[src/rtl/disp_scan.sv]
// disp_scan - binary-to-BCD converter and multiplexed digit scanner feeding
// the vending-machine 7-segment decoder.
//
// Ports:
//   clk_i    system clock
//   rst_i    synchronous reset, active-high
//   value_i  binary amount to display (DATA_W bits)
//   load_i   one-cycle strobe: capture value_i and start a conversion
//   digit_o  BCD digit for the decoder input (registered)
//   sel_o    active-low digit enables, one cycle behind digit_o
//   busy_o   conversion in progress
//   ovf_o    last committed value did not fit in NUM_DIGITS digits
module disp_scan #(
    parameter int unsigned NUM_DIGITS = 4,
    parameter int unsigned DATA_W     = 14,
    parameter int unsigned SCAN_DIV   = 50000
) (
    input  logic                  clk_i,
    input  logic                  rst_i,
    input  logic [DATA_W-1:0]     value_i,
    input  logic                  load_i,
    output logic [3:0]            digit_o,
    output logic [NUM_DIGITS-1:0] sel_o,
    output logic                  busy_o,
    output logic                  ovf_o
);

    localparam int unsigned ACC_W = (NUM_DIGITS + 1) * 4;
    localparam int unsigned CNT_W = (DATA_W > 1) ? $clog2(DATA_W) : 1;
    localparam int unsigned IDX_W = (NUM_DIGITS > 1) ? $clog2(NUM_DIGITS) : 1;
    localparam int unsigned PRE_W = $clog2(SCAN_DIV);

    function automatic logic [63:0] pow10(input int unsigned n);
        logic [63:0] r;
        r = 64'd1;
        for (int unsigned i = 0; i < n; i++) begin
            r = r * 64'd10;
        end
        return r;
    endfunction

    localparam logic [63:0] LIMIT = pow10(NUM_DIGITS);

    typedef enum logic [1:0] {
        IDLE,
        SHIFT,
        COMMIT
    } state_t;

    state_t state_q, state_d;

    logic [DATA_W-1:0]          bin_q;
    logic [ACC_W-1:0]           bcd_q;
    logic [ACC_W-1:0]           bcd_adj;
    logic [CNT_W-1:0]           cnt_q;
    logic                       ovf_pend_q;
    logic [NUM_DIGITS-1:0][3:0] disp_q;
    logic [NUM_DIGITS-1:0][3:0] commit_val;

    logic [PRE_W-1:0]           presc_q;
    logic [IDX_W-1:0]           idx_q;
    logic [IDX_W-1:0]           idx_d_q;
    logic                       scan_vld_q;

    // ---------------- conversion FSM ----------------
    always_ff @(posedge clk_i) begin
        if (rst_i) begin
            state_q <= IDLE;
        end else begin
            state_q <= state_d;
        end
    end

    always_comb begin
        state_d = state_q;
        case (state_q)
            IDLE:    if (load_i) state_d = SHIFT;
            SHIFT:   if (cnt_q == CNT_W'(DATA_W - 1)) state_d = COMMIT;
            COMMIT:  state_d = IDLE;
            default: state_d = IDLE;
        endcase
    end

    assign busy_o = (state_q != IDLE);

    // Double-dabble add-3 correction applied before each shift.
    always_comb begin
        bcd_adj = bcd_q;
        for (int unsigned i = 0; i <= NUM_DIGITS; i++) begin
            if (bcd_q[i*4 +: 4] >= 4'd5) begin
                bcd_adj[i*4 +: 4] = bcd_q[i*4 +: 4] + 4'd3;
            end
        end
    end

    always_comb begin
        commit_val = bcd_q[NUM_DIGITS*4-1:0];
        if (ovf_pend_q) begin
            for (int unsigned i = 0; i < NUM_DIGITS; i++) begin
                commit_val[i] = 4'd9;
            end
        end
    end

    always_ff @(posedge clk_i) begin
        if (rst_i) begin
            bin_q      <= '0;
            bcd_q      <= '0;
            cnt_q      <= '0;
            ovf_pend_q <= 1'b0;
            disp_q     <= '0;
            ovf_o      <= 1'b0;
        end else begin
            case (state_q)
                IDLE: begin
                    if (load_i) begin
                        bin_q      <= value_i;
                        bcd_q      <= '0;
                        cnt_q      <= '0;
                        ovf_pend_q <= (64'(value_i) >= LIMIT);
                    end
                end
                SHIFT: begin
                    bcd_q <= {bcd_adj[ACC_W-2:0], bin_q[DATA_W-1]};
                    bin_q <= {bin_q[DATA_W-2:0], 1'b0};
                    cnt_q <= cnt_q + 1'b1;
                end
                COMMIT: begin
                    disp_q <= commit_val;
                    ovf_o  <= ovf_pend_q;
                end
                default: ;
            endcase
        end
    end

    // ---------------- digit scanner ----------------
    // sel_o is fed from a one-stage-delayed index so it trails digit_o by the
    // decoder's register stage; scan_vld_q keeps sel_o dark for that first stage.
    always_ff @(posedge clk_i) begin
        if (rst_i) begin
            presc_q    <= '0;
            idx_q      <= '0;
            idx_d_q    <= '0;
            scan_vld_q <= 1'b0;
            digit_o    <= '0;
            sel_o      <= '1;
        end else begin
            if (presc_q == PRE_W'(SCAN_DIV - 1)) begin
                presc_q <= '0;
                idx_q   <= (idx_q == IDX_W'(NUM_DIGITS - 1)) ? '0 : idx_q + 1'b1;
            end else begin
                presc_q <= presc_q + 1'b1;
            end
            digit_o    <= disp_q[idx_q];
            idx_d_q    <= idx_q;
            scan_vld_q <= 1'b1;
            sel_o      <= scan_vld_q ? ~(NUM_DIGITS'(1) << idx_d_q) : '1;
        end
    end

endmodule

[config.mk]
export PLATFORM = sky130hd
export DESIGN_NAME = disp_scan
export DESIGN_NICKNAME = d
export VERILOG_FILES = /design/src/rtl/disp_scan.sv
export SDC_FILE = /design/constraint.sdc
export NUM_CORES = 1
export LEC_CHECK = 0
export ABC_AREA = 1
export CORE_UTILIZATION = 30
export DETAILED_ROUTE_END_ITERATION = 8
export PLACE_DENSITY_LB_ADDON = 0.15
export SLEW_MARGIN = 20
export SYNTH_ARGS = -nofsm -noshare
export SYNTH_HDL_FRONTEND = slang
export SYNTH_SLANG_ARGS = --single-unit
[constraint.sdc]
create_clock -name clk_i -period 3.5 [get_ports clk_i]
set_input_delay 1.05 -clock clk_i [delete_from_list [all_inputs] [get_ports clk_i]]
set_output_delay 1.05 -clock clk_i [all_outputs]
set_load 0.03 [all_outputs]
# Word-level counts from Yosys, hierarchy flattened
# Index checks and enable logic that the tools add are counted.
# W data, S select, Z words.
# classes
n_addsub	8
order_cmp	7
eq_ne	7
shifts	1
n_mux	19
n_bitwise	2
reduce_logical	8
# ops
cell	count
$pmux W20 S2	1
$pmux W14 S2	1
$mux W4	6
$ge A4 B3 Y1 const B	5
$mux W20	1
$add A16 B1 Y16 const B	1
$add A4 B2 Y4 const B	4
$eq A16 B16 Y1 const B	1
$mux W16	1
$ge A14 B14 Y1 const B	1
$mux W14	1
$bmux W4 S2	1
$pmux W4 S2	1
$mux W2	3
$reduce_and A2 Y1	3
$add A4 B1 Y4 const B	1
$eq A2 B2 Y1 const B	2
$eq A4 B4 Y1 const B	1
$ne A2 B2 Y1 const B	2
$not A4 Y4	1
$pmux W2 S2	1
$reduce_bool A2 Y1	2
$reduce_or A2 Y1	2
$shl A1 B2 Y4 const A	1
other kinds (8)	8
# totals
ff_bits	87
in_bits	17
out_inout_bits	10
elab_cells	68

# Depth between registers and ports, before layout
# Gate-level depths: netlist of run 1.
# logic_depth
ltp_word	3
depth_mapped	9
ltp_nobuf	9

# Least setup slack after synthesis of run 1
# OpenSTA, ideal clock, no wires.
# synth_timing
kind	input port to flip-flop
from	input rst_i
to	register bcd_q[10]
setup_time_ns	0.132
arrival_time_ns	1.643
required_time_ns	3.368
slack_ns	1.724
cell_stages	3
path_buffers	2
cell_sequence	clkbuf_1 -> clkbuf_1 -> a21oi_1
# synth_lines
item	line_no	source
start, declared	19	input logic rst_i,
end signal, assigned	124	bcd_q <= {bcd_adj[ACC_W-2:0], bin_q[DATA_W-1]};
end, declared	53	logic [ACC_W-1:0] bcd_q;
# No word-level cell between the ends.

# Worst setup path in the final report of run 1
# layout_timing
from	register state_q[0]
to	output busy_o
# layout_between
elab_chain_cells	1
# layout_lines
item	line_no	source
start, declared	50	state_t state_q, state_d;
start signal, assigned	70	state_q <= state_d;
$reduce_bool A2 Y1	84	assign busy_o = (state_q != IDLE);
end, declared	24	output logic busy_o,
# No other way between the ends.

==> implementation parameters, run 1 <==
Parameter                              Value

Logic synthesis
  Leading cell types by total area after synthesis    sky130_fd_sc_hd__dfxtp_1, sky130_fd_sc_hd__nand2_1, sky130_fd_sc_hd__a21oi_1
  Fraction of registers with async set or reset after synthesis    0
  Post-Syn Area per Cell    7.125 um2
  Number of flops mapped to enable cells by yosys    0
  Area leader, netlist    sky130_fd_sc_hd__dfxtp_1
  Synth Warn #    0
  Register bit total from synthesis    83
  Part of the Yosys area used for sequential elements    0.4271
  Number of distinct library cells after synthesis    26
  Net count after synthesis    575
  Post-synthesis instance area    3890 um2
  Gate count of the mapped netlist    546
  Dominant synthesized flop cell    sky130_fd_sc_hd__dfxtp_1
  Most frequent cell after synthesis    sky130_fd_sc_hd__nand2_1
  Share of Yosys cell area claimed by the top area cell type    0.4271
  Most numerous cell types in the synthesized netlist    sky130_fd_sc_hd__nand2_1, sky130_fd_sc_hd__dfxtp_1, sky130_fd_sc_hd__nor2_1

STA
  Post-route clock skew    0.007144 ns
  Headroom to the max-slew limit    0.6232
  Maximum operating frequency    0.3688 GHz
  RSZ-0062 raised after global routing    no
  Share of the clock period used by the worst path    0.7748
  Final Hold Vio Count    0
  Post-route setup slack    0.7883 ns
  Total negative slack for setup checks    0 ns
  Count of pins over their slew limit    0
  Shortest clock period the worst path allows after layout    2.712 ns
  Actual slew at the worst max-slew pin    0.5645 ns
  Setup violators final    0

GRT
  Final global-route overflow total    0
  Global-route wire length before repair    14310 um
  Overall routing resource usage    0.1359
  GR met1 Demand/Resource    0.1825
  Most Used Layer, Global Route    met2
  Grt met2 use    0.2087
  Number of global-route vias before repair    3037
  Fraction of met3 tracks used by global routing    0.02510
  Pin count of the biggest net entering global routing    49
  Initial antenna violation count    0

Clock network
  Clock transition at the registers of the reported paths    0.06 ns
  Post-CTS resize count    0
  TritonCTS sink count    83
  Count of buffers added by post-CTS timing repair for setup    0
  Clock insertion delay at the later pin of the skew report    0.33 ns
  Clock buffers created by TritonCTS    9
  Max clock buf depth    2
  H-Tree Depth    3
  Clock root buffer master    sky130_fd_sc_hd__clkbuf_16
  CTS hold repair buffers    0
  Clock tree from TritonCTS    built

Power
  Total power    2.089 mW
  Leak pwr    1.791 nW
  Highest ir drop seen on vdd    0.0001972 V
  Pwr Density    457.3 nW/um2

Place
  Worst slack, placed    0.9181 ns
  Routability congestion estimate    0.8052
  Number of input and output port buffers inserted    26
  Total placed cells including tap cells    730
  DP Area    4255 um2
  HPWL after detailed placement    5829 um

Layout
  Final #Nets    598
  ANT cells    0
  Post-route cell area    4568 um2
  Final cell count without fillers    746
  Fraction of layout cells with a size suffix above 1    0.06446
  Post-synthesis to final-layout area growth    17.43%

Floorplan
  Std-Cell Core Area    12620 um2
  Die Footprint    13430 um2
  Row count    41
  I/O pin count    27
  DIE HEIGHT    115.9 um
  Width of the chip    115.9 um
  Starting density of the core    0.3082

Detailed routing
  Pre-antenna DRT Iters    4
  Detailed-route wire length per cell    11.39 um
  Via total after detailed routing    3394
  Antenna violation net count after detailed routing    0
  Remaining routing DRC violations    0
  Total routed wirelength    8496 um
  DRT iter0 DRCs    252
  Routed via count divided by cell count    4.550

Worst setup path
  Req. time, crit path    2.45 ns
  Critical path fanouts, max    3
  Worst Setup Start Kind    flip-flop
  Crit path capture type    primary output
  Kind of critical path    reg -> out
  Endpoint arrival time on the critical path    1.66 ns

Min path
  Worst hold path class    reg -> reg

Job
  Max-capacitance violation count    0

Outcome
  Run status    finished, final reports clean
## worst paths after layout
kind,start,endpoint,slack (ns),cells after the start
setup / recovery,state_q[0],busy_o,0.79,3
hold / removal,idx_d_q[0],sel_o[3],0.42,1
setup reg to reg,state_q[0],bin_q[7],1.76,6
hold reg to reg,idx_d_q[0],sel_o[3],0.42,1
## flip-flops by register name, summed over array words and instances (netlist names)
signal      cells
disp_q         16
presc_q        16
bin_q          14
ovf_o           1
ovf_pend_q      1
digit_o         4
cnt_q           4
idx_q           2
state_q         2
bcd_q          16
idx_d_q         2
sel_o           4
scan_vld_q      1
## where the power goes
group          internal [mW]  switching [mW]  total (mW)
clock                  0.594           0.387       0.981
combinational         0.0461          0.0831       0.129
sequential             0.964          0.0142       0.979
total                   1.60           0.484        2.09
## kinds of logic after synthesis
family | after synthesis | synth area share
AND/OR/NAND/NOR | 281 | 0.3159
AO/OA/AOI/OAI | 93 | 0.1238
flip-flops | 83 | 0.4271
buffers and inverters | 73 | 0.08556
adder cells (fa/ha/maj) | 12 | 0.03860
XOR/XNOR | 4 | 0.009008
## per-layer routing
metal,part of all wire,wire [um],vias to the layer above
met5,0,0,-
li1,-,-,1807
met4,0.018,154,0
met2,0.44,3702,60
met1,0.51,4351,1515
met3,0.034,288,12
## cells in the final DEF, fill, tap and decap left out, drive strengths merged
cell and count:
a21oi 61, a22oi 1, buf 2, bufinv 1
clkbuf 11, clkdlybuf4s50 25, clkinv 2, clkinvlp 1
dfxtp 83, ha 12, inv 59, nand2 155
nand3 34, nand4 15, nor2 73, nor3 1
o211ai 4, o21ai 27, or2 3, xnor2 3
xor2 1
## stage by stage
stage | util | hold slack, ns
after floorplan | - | 0.3942
after CTS | 0.3620 | 0.4241
after global routing | 0.3620 | 0.4362
after global placement | 0.3372 | 0.4039
after detailed placement | 0.3372 | 0.4038
final | 0.3620 | 0.4229
## final cells by class
| class | instances | area [um2] |
|---|---|---|
| multi-input cells | 390 | 1896 |
| inverters | 58 | 220.2 |
| well taps | 172 | 215.2 |
| clock inverters | 5 | 60.06 |
| fillers | 1401 | 8051 |
| flip-flops and latches | 83 | 1662 |
| repair buffers | 27 | 262.8 |
| clock buffers | 11 | 252.7 |
## critical path, stage by stage (launching register included)
cell                              delay (ns)
sky130_fd_sc_hd__dfxtp_1                0.44
sky130_fd_sc_hd__inv_2                  0.11
sky130_fd_sc_hd__nand2_2                0.11
sky130_fd_sc_hd__clkdlybuf4s50_1        0.67
(Power assumes the default switching activity.)
==> run 2: changes to the inputs <==
==> constraint.sdc (replaced) <==
create_clock -name clk_i -period 2.8 [get_ports clk_i]
set_input_delay 0.84 -clock clk_i [delete_from_list [all_inputs] [get_ports clk_i]]
set_output_delay 0.84 -clock clk_i [all_outputs]
set_load 0.03 [all_outputs]
==> implementation parameters, run 2 (synthesis gave the netlist of run 1 again) <==
Parameter                              Value

Outcome
  Run status    finished, final reports clean

STA
  Final hold slack    0.4195 ns (-0.003403 ns)
  Actual slew at the worst max-slew pin    0.5471 ns (-0.01743 ns)
  Setup violators final    0 (unchanged)
  RSZ-0062 raised after global routing    no
  Headroom to the max-slew limit    0.6349 (+0.01163)
  Share of the clock period used by the worst path    0.8956
  Total negative slack for setup checks    0 ns (unchanged)
  Post-route setup slack    0.2923 ns (-0.4960 ns)
  Final Hold Vio Count    0 (unchanged)
  Maximum operating frequency    0.3988 GHz
  Shortest clock period the worst path allows after layout    2.508 ns
  Post-route clock skew    0.009106 ns (+0.001962 ns)
  Count of pins over their slew limit    0 (unchanged)

Worst setup path
  Endpoint arrival time on the critical path    1.67 ns (about the same)
  Critical path fanouts, max    3 (unchanged)
  Worst Setup Start Kind    flip-flop
  Startpoint of the most critical register-to-register path    presc_q[0]
  Req. time, crit path    1.96 ns (-0.49 ns)
  Crit path capture type    primary output
  Register-to-register setup slack    1.13 ns (-0.63 ns)
  Kind of critical path    reg -> out
  Depth of the worst register-to-register path    6 (unchanged)
  Reg2Reg Capture Point    presc_q[4]

Detailed routing
  Routed via count divided by cell count    4.569 (+0.42%)
  Via total after detailed routing    3422 (+0.82%)
  Antenna violation net count after detailed routing    0 (unchanged)
  Pre-antenna DRT Iters    4 (unchanged)
  Total routed wirelength    8681 um (+2.2%)
  Remaining routing DRC violations    0 (unchanged)
  Detailed-route wire length per cell    11.59 um (+1.8%)
  DRT iter0 DRCs    190 (-25%)

Floorplan
  Row count    41 (unchanged)
  Starting density of the core    0.3082 (unchanged)
  Std-Cell Core Area    12620 um2 (unchanged)
  DIE HEIGHT    115.9 um (unchanged)
  I/O pin count    27 (unchanged)
  Die Footprint    13430 um2 (unchanged)
  Width of the chip    115.9 um (unchanged)

Power
  Leak pwr    1.805 nW (+0.83%)
  Sw frac    0.2323 (+0.0005074)
  Proportion of power drawn by the clock network    0.469 (about the same)
  Switching power total    608.4 uW (+26%)
  Highest ir drop seen on vdd    0.0002795 V (+42%)
  Total power    2.619 mW (+25%)
  Comb power frac    0.064 (+0.002)
  Total internal power    2.011 mW (+25%)
  Pwr Density    570.6 nW/um2 (+25%)
  Sequential share of power    0.467 (about the same)

Clock network
  TritonCTS sink count    83 (unchanged)
  Clock root buffer master    sky130_fd_sc_hd__clkbuf_16
  H-Tree Depth    3 (unchanged)
  Max clock buf depth    2 (unchanged)
  Post-CTS resize count    0 (unchanged)
  Count of buffers added by post-CTS timing repair for setup    0 (unchanged)
  Clock insertion delay at the later pin of the skew report    0.34 ns (about the same)
  CTS hold repair buffers    0 (unchanged)
  Clock transition at the registers of the reported paths    0.06 ns (about the same)
  Clock buffers created by TritonCTS    9 (unchanged)
  Clock tree from TritonCTS    built

Place
  Number of input and output port buffers inserted    26 (unchanged)
  HPWL after detailed placement    6140 um (+5.3%)
  Routability congestion estimate    0.7911 (-1.8%)
  Worst slack, placed    0.5649 ns (-0.3533 ns)
  Total placed cells including tap cells    733 (+0.41%)
  DP Area    4278 um2 (+0.53%)

GRT
  Pin count of the biggest net entering global routing    40 (-18%)
  Final global-route overflow total    0 (unchanged)
  Overall routing resource usage    0.1381 (+0.002179)
  Number of global-route vias before repair    3069 (+1.1%)
  Initial antenna violation count    0 (unchanged)
  Global-route wire length before repair    14420 um (+0.78%)

Layout
  Final cell count without fillers    749 (+0.40%)
  Largest registers    bcd_q: 16 flops, disp_q: 16 flops, presc_q: 16 flops
  Most frequent standard cell in the layout excluding fill and tap cells    sky130_fd_sc_hd__nand2_1
  Area occupied by registers    1662 um2 (unchanged)
  Fillcell total    1376 (-1.8%)
  Post-route cell area    4591 um2 (+0.49%)
  ANT cells    0 (unchanged)
  Post-synthesis to final-layout area growth    18.01%
  Fraction of layout cells with a size suffix above 1    0.06932 (+0.004864)
  Post-route core utilization    0.3638 (+0.001785)
  Final #Nets    601 (+0.50%)
  Area occupied by multi-input gates    1896 um2 (unchanged)
  Commonest non-fill, non-tap cells in the layout    sky130_fd_sc_hd__nand2_1, sky130_fd_sc_hd__dfxtp_1, sky130_fd_sc_hd__nor2_1

Min path
  Cells on Worst Hold Path    1 (unchanged)
  Launch instance of the worst min-delay path    idx_d_q[0]
  Endpoint of the worst hold path    sel_o[1]
  Worst hold path class    reg -> reg

Job
  Max-capacitance violation count    0 (unchanged)
==> run 2: cell types whose count changed in the layout (fill, tap and decap cells not counted) <==
cell	before	now
sky130_fd_sc_hd__buf_4	1	4
==> run 2: power by group through the flow <==
stage | logic (mW) | registers (mW) | clock network (mW)
2_1_floorplan | 0.122 | 1.25 | 0
3_3_place_gp | 0.169 | 1.25 | 0
3_5_place_dp | 0.171 | 1.25 | 0
4_1_cts | 0.171 | 1.22 | 1.26
5_1_grt | 0.190 | 1.23 | 1.31
6_report | 0.167 | 1.22 | 1.23
==> run 2: worst max path at each step <==
stage / endpoint / slack, ns / start
after floorplan: bcd_q[10] / 1.23 / rst_i
after global placement: bcd_q[12] / 0.59 / load_i
after detailed placement: bin_q[2] / 0.56 / load_i
after CTS: busy_o / 0.27 / state_q[0]
after global routing: busy_o / 0.25 / state_q[1]
final: busy_o / 0.29 / state_q[0]
==> run 2: routing by layer <==
| metal | global-route usage | share of wire | vias to the layer above |
|---|---|---|---|
| met5 | 0 | 0 | - |
| met4 | 0.04615 | 0.013 | 0 |
| met3 | 0.03713 | 0.034 | 10 |
| met2 | 0.2175 | 0.45 | 51 |
| met1 | 0.1823 | 0.51 | 1555 |
| li1 | - | - | 1806 |
==> run 2: worst max-delay path, cell delays in order (launching register included) <==
cell	delay, ns
sky130_fd_sc_hd__dfxtp_1	0.44
sky130_fd_sc_hd__inv_2	0.11
sky130_fd_sc_hd__nand2_2	0.11
sky130_fd_sc_hd__clkdlybuf4s50_1	0.67
==> run 2: cell type report <==
| class | instances | share of cell area |
|---|---|---|
| Sequential cell | 83 | 0.3620 |
| Inverter | 58 | 0.04797 |
| Tap cell | 172 | 0.04688 |
| Timing Repair Buffer | 30 | 0.06214 |
| Clock buffer | 11 | 0.05506 |
| Clock inverter | 5 | 0.01308 |
| Multi-Input combinational cell | 390 | 0.4129 |
==> run 3: changes to the inputs <==
--- a/config.mk
+++ b/config.mk
@@ -9,6 +9,7 @@
 export CORE_UTILIZATION = 30
 export DETAILED_ROUTE_END_ITERATION = 8
 export PLACE_DENSITY_LB_ADDON = 0.15
+export RECOVER_POWER = 25
 export SLEW_MARGIN = 20
 export SYNTH_ARGS = -nofsm -noshare
 export SYNTH_HDL_FRONTEND = slang
==> implementation parameters, run 3 (synthesis gave the netlist of run 1 again) <==
Parameter                              Value

Layout
  Fraction of layout cells with a size suffix above 1    0.06239 (-0.006932)
  Fillcell total    1380 (+0.29%)
  Post-synthesis to final-layout area growth    17.40%
  Most frequent standard cell in the layout excluding fill and tap cells    sky130_fd_sc_hd__nand2_1
  Final #Nets    601 (unchanged)
  Largest registers    bcd_q: 16 flops, disp_q: 16 flops, presc_q: 16 flops
  Commonest non-fill, non-tap cells in the layout    sky130_fd_sc_hd__nand2_1, sky130_fd_sc_hd__dfxtp_1, sky130_fd_sc_hd__nor2_1
  ANT cells    0 (unchanged)

Clock network
  Clock root buffer master    sky130_fd_sc_hd__clkbuf_16
  Clock transition at the registers of the reported paths    0.06 ns (about the same)
  Clock insertion delay at the later pin of the skew report    0.34 ns (about the same)
  Count of buffers added by post-CTS timing repair for setup    0 (unchanged)
  CTS hold repair buffers    0 (unchanged)
  Clock tree from TritonCTS    built
  Post-CTS resize count    0 (unchanged)
  TritonCTS sink count    83 (unchanged)
  Clock buffers created by TritonCTS    9 (unchanged)
  H-Tree Depth    3 (unchanged)
  Max clock buf depth    2 (unchanged)

STA
  Final hold slack    0.4196 ns (+0.0001030 ns)
  Headroom to the max-slew limit    0.2378 (-0.3970)
  Count of pins over their slew limit    0 (unchanged)
  Final Hold Vio Count    0 (unchanged)
  Share of the clock period used by the worst path    0.9143 (+0.01871)
  Total negative slack for setup checks    0 ns (unchanged)
  Post-route clock skew    0.009636 ns (+0.0005303 ns)
  RSZ-0062 raised after global routing    no
  Actual slew at the worst max-slew pin    1.139 ns (+0.5920 ns)
  Maximum operating frequency    0.3906 GHz (-2.0%)
  Shortest clock period the worst path allows after layout    2.560 ns (+0.05239 ns)
  Setup violators final    0 (unchanged)

Worst setup path
  Kind of critical path    reg -> out
  Worst path max stage delay    0.67 ns (about the same)
  Crit path capture type    primary output
  Endpoint arrival time on the critical path    1.72 ns (+0.05 ns)
  Worst path slowest cell    sky130_fd_sc_hd__clkdlybuf4s50_1
  Req. time, crit path    1.96 ns (about the same)
  Critical path fanouts, max    3 (unchanged)
  Sequence of cells on the critical path    inv_1 -> nand2_2 -> clkdlybuf4s50_1
  Count of buffer and inverter cells on the critical path    2 (unchanged)
  Depth of the worst register-to-register path    6 (unchanged)
  Register-to-register setup slack    0.55 ns (-0.58 ns)
  Worst Setup Start Kind    flip-flop
  Kind of cell with the highest combined delay on the critical path    buffers and inverters
  Reg2Reg Capture Point    disp_q[6]
  Startpoint of the most critical register-to-register path    state_q[1]

Power
  Highest ir drop seen on vdd    0.0002771 V (-0.84%)
  Leak pwr    1.798 nW (-0.42%)
  Total power    2.616 mW (-0.14%)
  Pwr Density    572.8 nW/um2 (+0.38%)

Floorplan
  I/O pin count    27 (unchanged)
  Std-Cell Core Area    12620 um2 (unchanged)
  Width of the chip    115.9 um (unchanged)
  Row count    41 (unchanged)
  DIE HEIGHT    115.9 um (unchanged)
  Die Footprint    13430 um2 (unchanged)
  Starting density of the core    0.3082 (unchanged)

Detailed routing
  DRT iter0 DRCs    177 (-6.8%)
  Routed via count divided by cell count    4.551 (-0.38%)
  Via total after detailed routing    3409 (-0.38%)
  Antenna violation net count after detailed routing    0 (unchanged)
  Detailed-route wire length per cell    11.58 um (about the same)
  Pre-antenna DRT Iters    4 (unchanged)
  Remaining routing DRC violations    0 (unchanged)
  Total routed wirelength    8675 um (about the same)

Place
  Routability congestion estimate    0.7911 (unchanged)
  Number of input and output port buffers inserted    26 (unchanged)
  HPWL after detailed placement    6140 um (unchanged)

Min path
  Endpoint of the worst hold path    sel_o[1]
  Launch instance of the worst min-delay path    idx_d_q[0]
  Worst hold path class    reg -> reg
  Cells on Worst Hold Path    1 (unchanged)

GRT
  Number of global-route vias before repair    3069 (unchanged)
  Overall routing resource usage    0.1381 (unchanged)
  Initial antenna violation count    0 (unchanged)
  Global-route wire length before repair    14420 um (unchanged)
  Pin count of the biggest net entering global routing    40 (unchanged)
  Final global-route overflow total    0 (unchanged)

Job
  Max-capacitance violation count    0 (unchanged)

Outcome
  Run status    finished, final reports clean
## run 3: metrics by stage
step | cells | setup WS (ns) | instance area (um2) | util
after floorplan | 546 | 1.234 | 3890 | -
after global placement | 733 | 0.5893 | 4278 | 0.3390
after detailed placement | 733 | 0.5649 | 4278 | 0.3390
after CTS | 749 | 0.2731 | 4591 | 0.3638
after global routing | 749 | 0.1843 | 4567 | 0.3619
final | 749 | 0.2399 | 4567 | 0.3619
## run 3: report_power, final
part / leakage, nW / switching, mW / internal [mW] / total, mW
clock network: 0.152 / 0.484 / 0.743 / 1.23
registers: 0.673 / 0.0173 / 1.21 / 1.22
logic: 0.973 / 0.104 / 0.0620 / 0.166
total: 1.80 / 0.605 / 2.01 / 2.62
## run 3: metal layers
metal  vias up  GRT usage  wire [um]  part of all wire
li1       1808          -          -                 -
met3         6    0.03713        220             0.025
met5         -          0          0                 0
met1      1554     0.1823       4495              0.52
met2        41     0.2175       3888              0.45
met4         0    0.04615         71            0.0082
## run 3: worst max-delay path by stage
stage	cells past startpoint	endpoint	slack (ns)	from
after global routing	3	busy_o	0.18	state_q[1]
after CTS	3	busy_o	0.27	state_q[0]
after floorplan	3	bcd_q[10]	1.23	rst_i
after detailed placement	7	bin_q[2]	0.56	load_i
final	3	busy_o	0.24	state_q[1]
after global placement	9	bcd_q[12]	0.59	load_i
## run 3: final cells by class
type / count / area [um2] / area share
Multi-Input combinational cell: 390 / 1876 / 0.4107
Sequential cell: 83 / 1662 / 0.3638
Clock buffer: 11 / 252.7 / 0.05534
Clock inverter: 5 / 60.06 / 0.01315
Inverter: 58 / 220.2 / 0.04822
Tap cell: 172 / 215.2 / 0.04712
Timing Repair Buffer: 30 / 281.5 / 0.06164
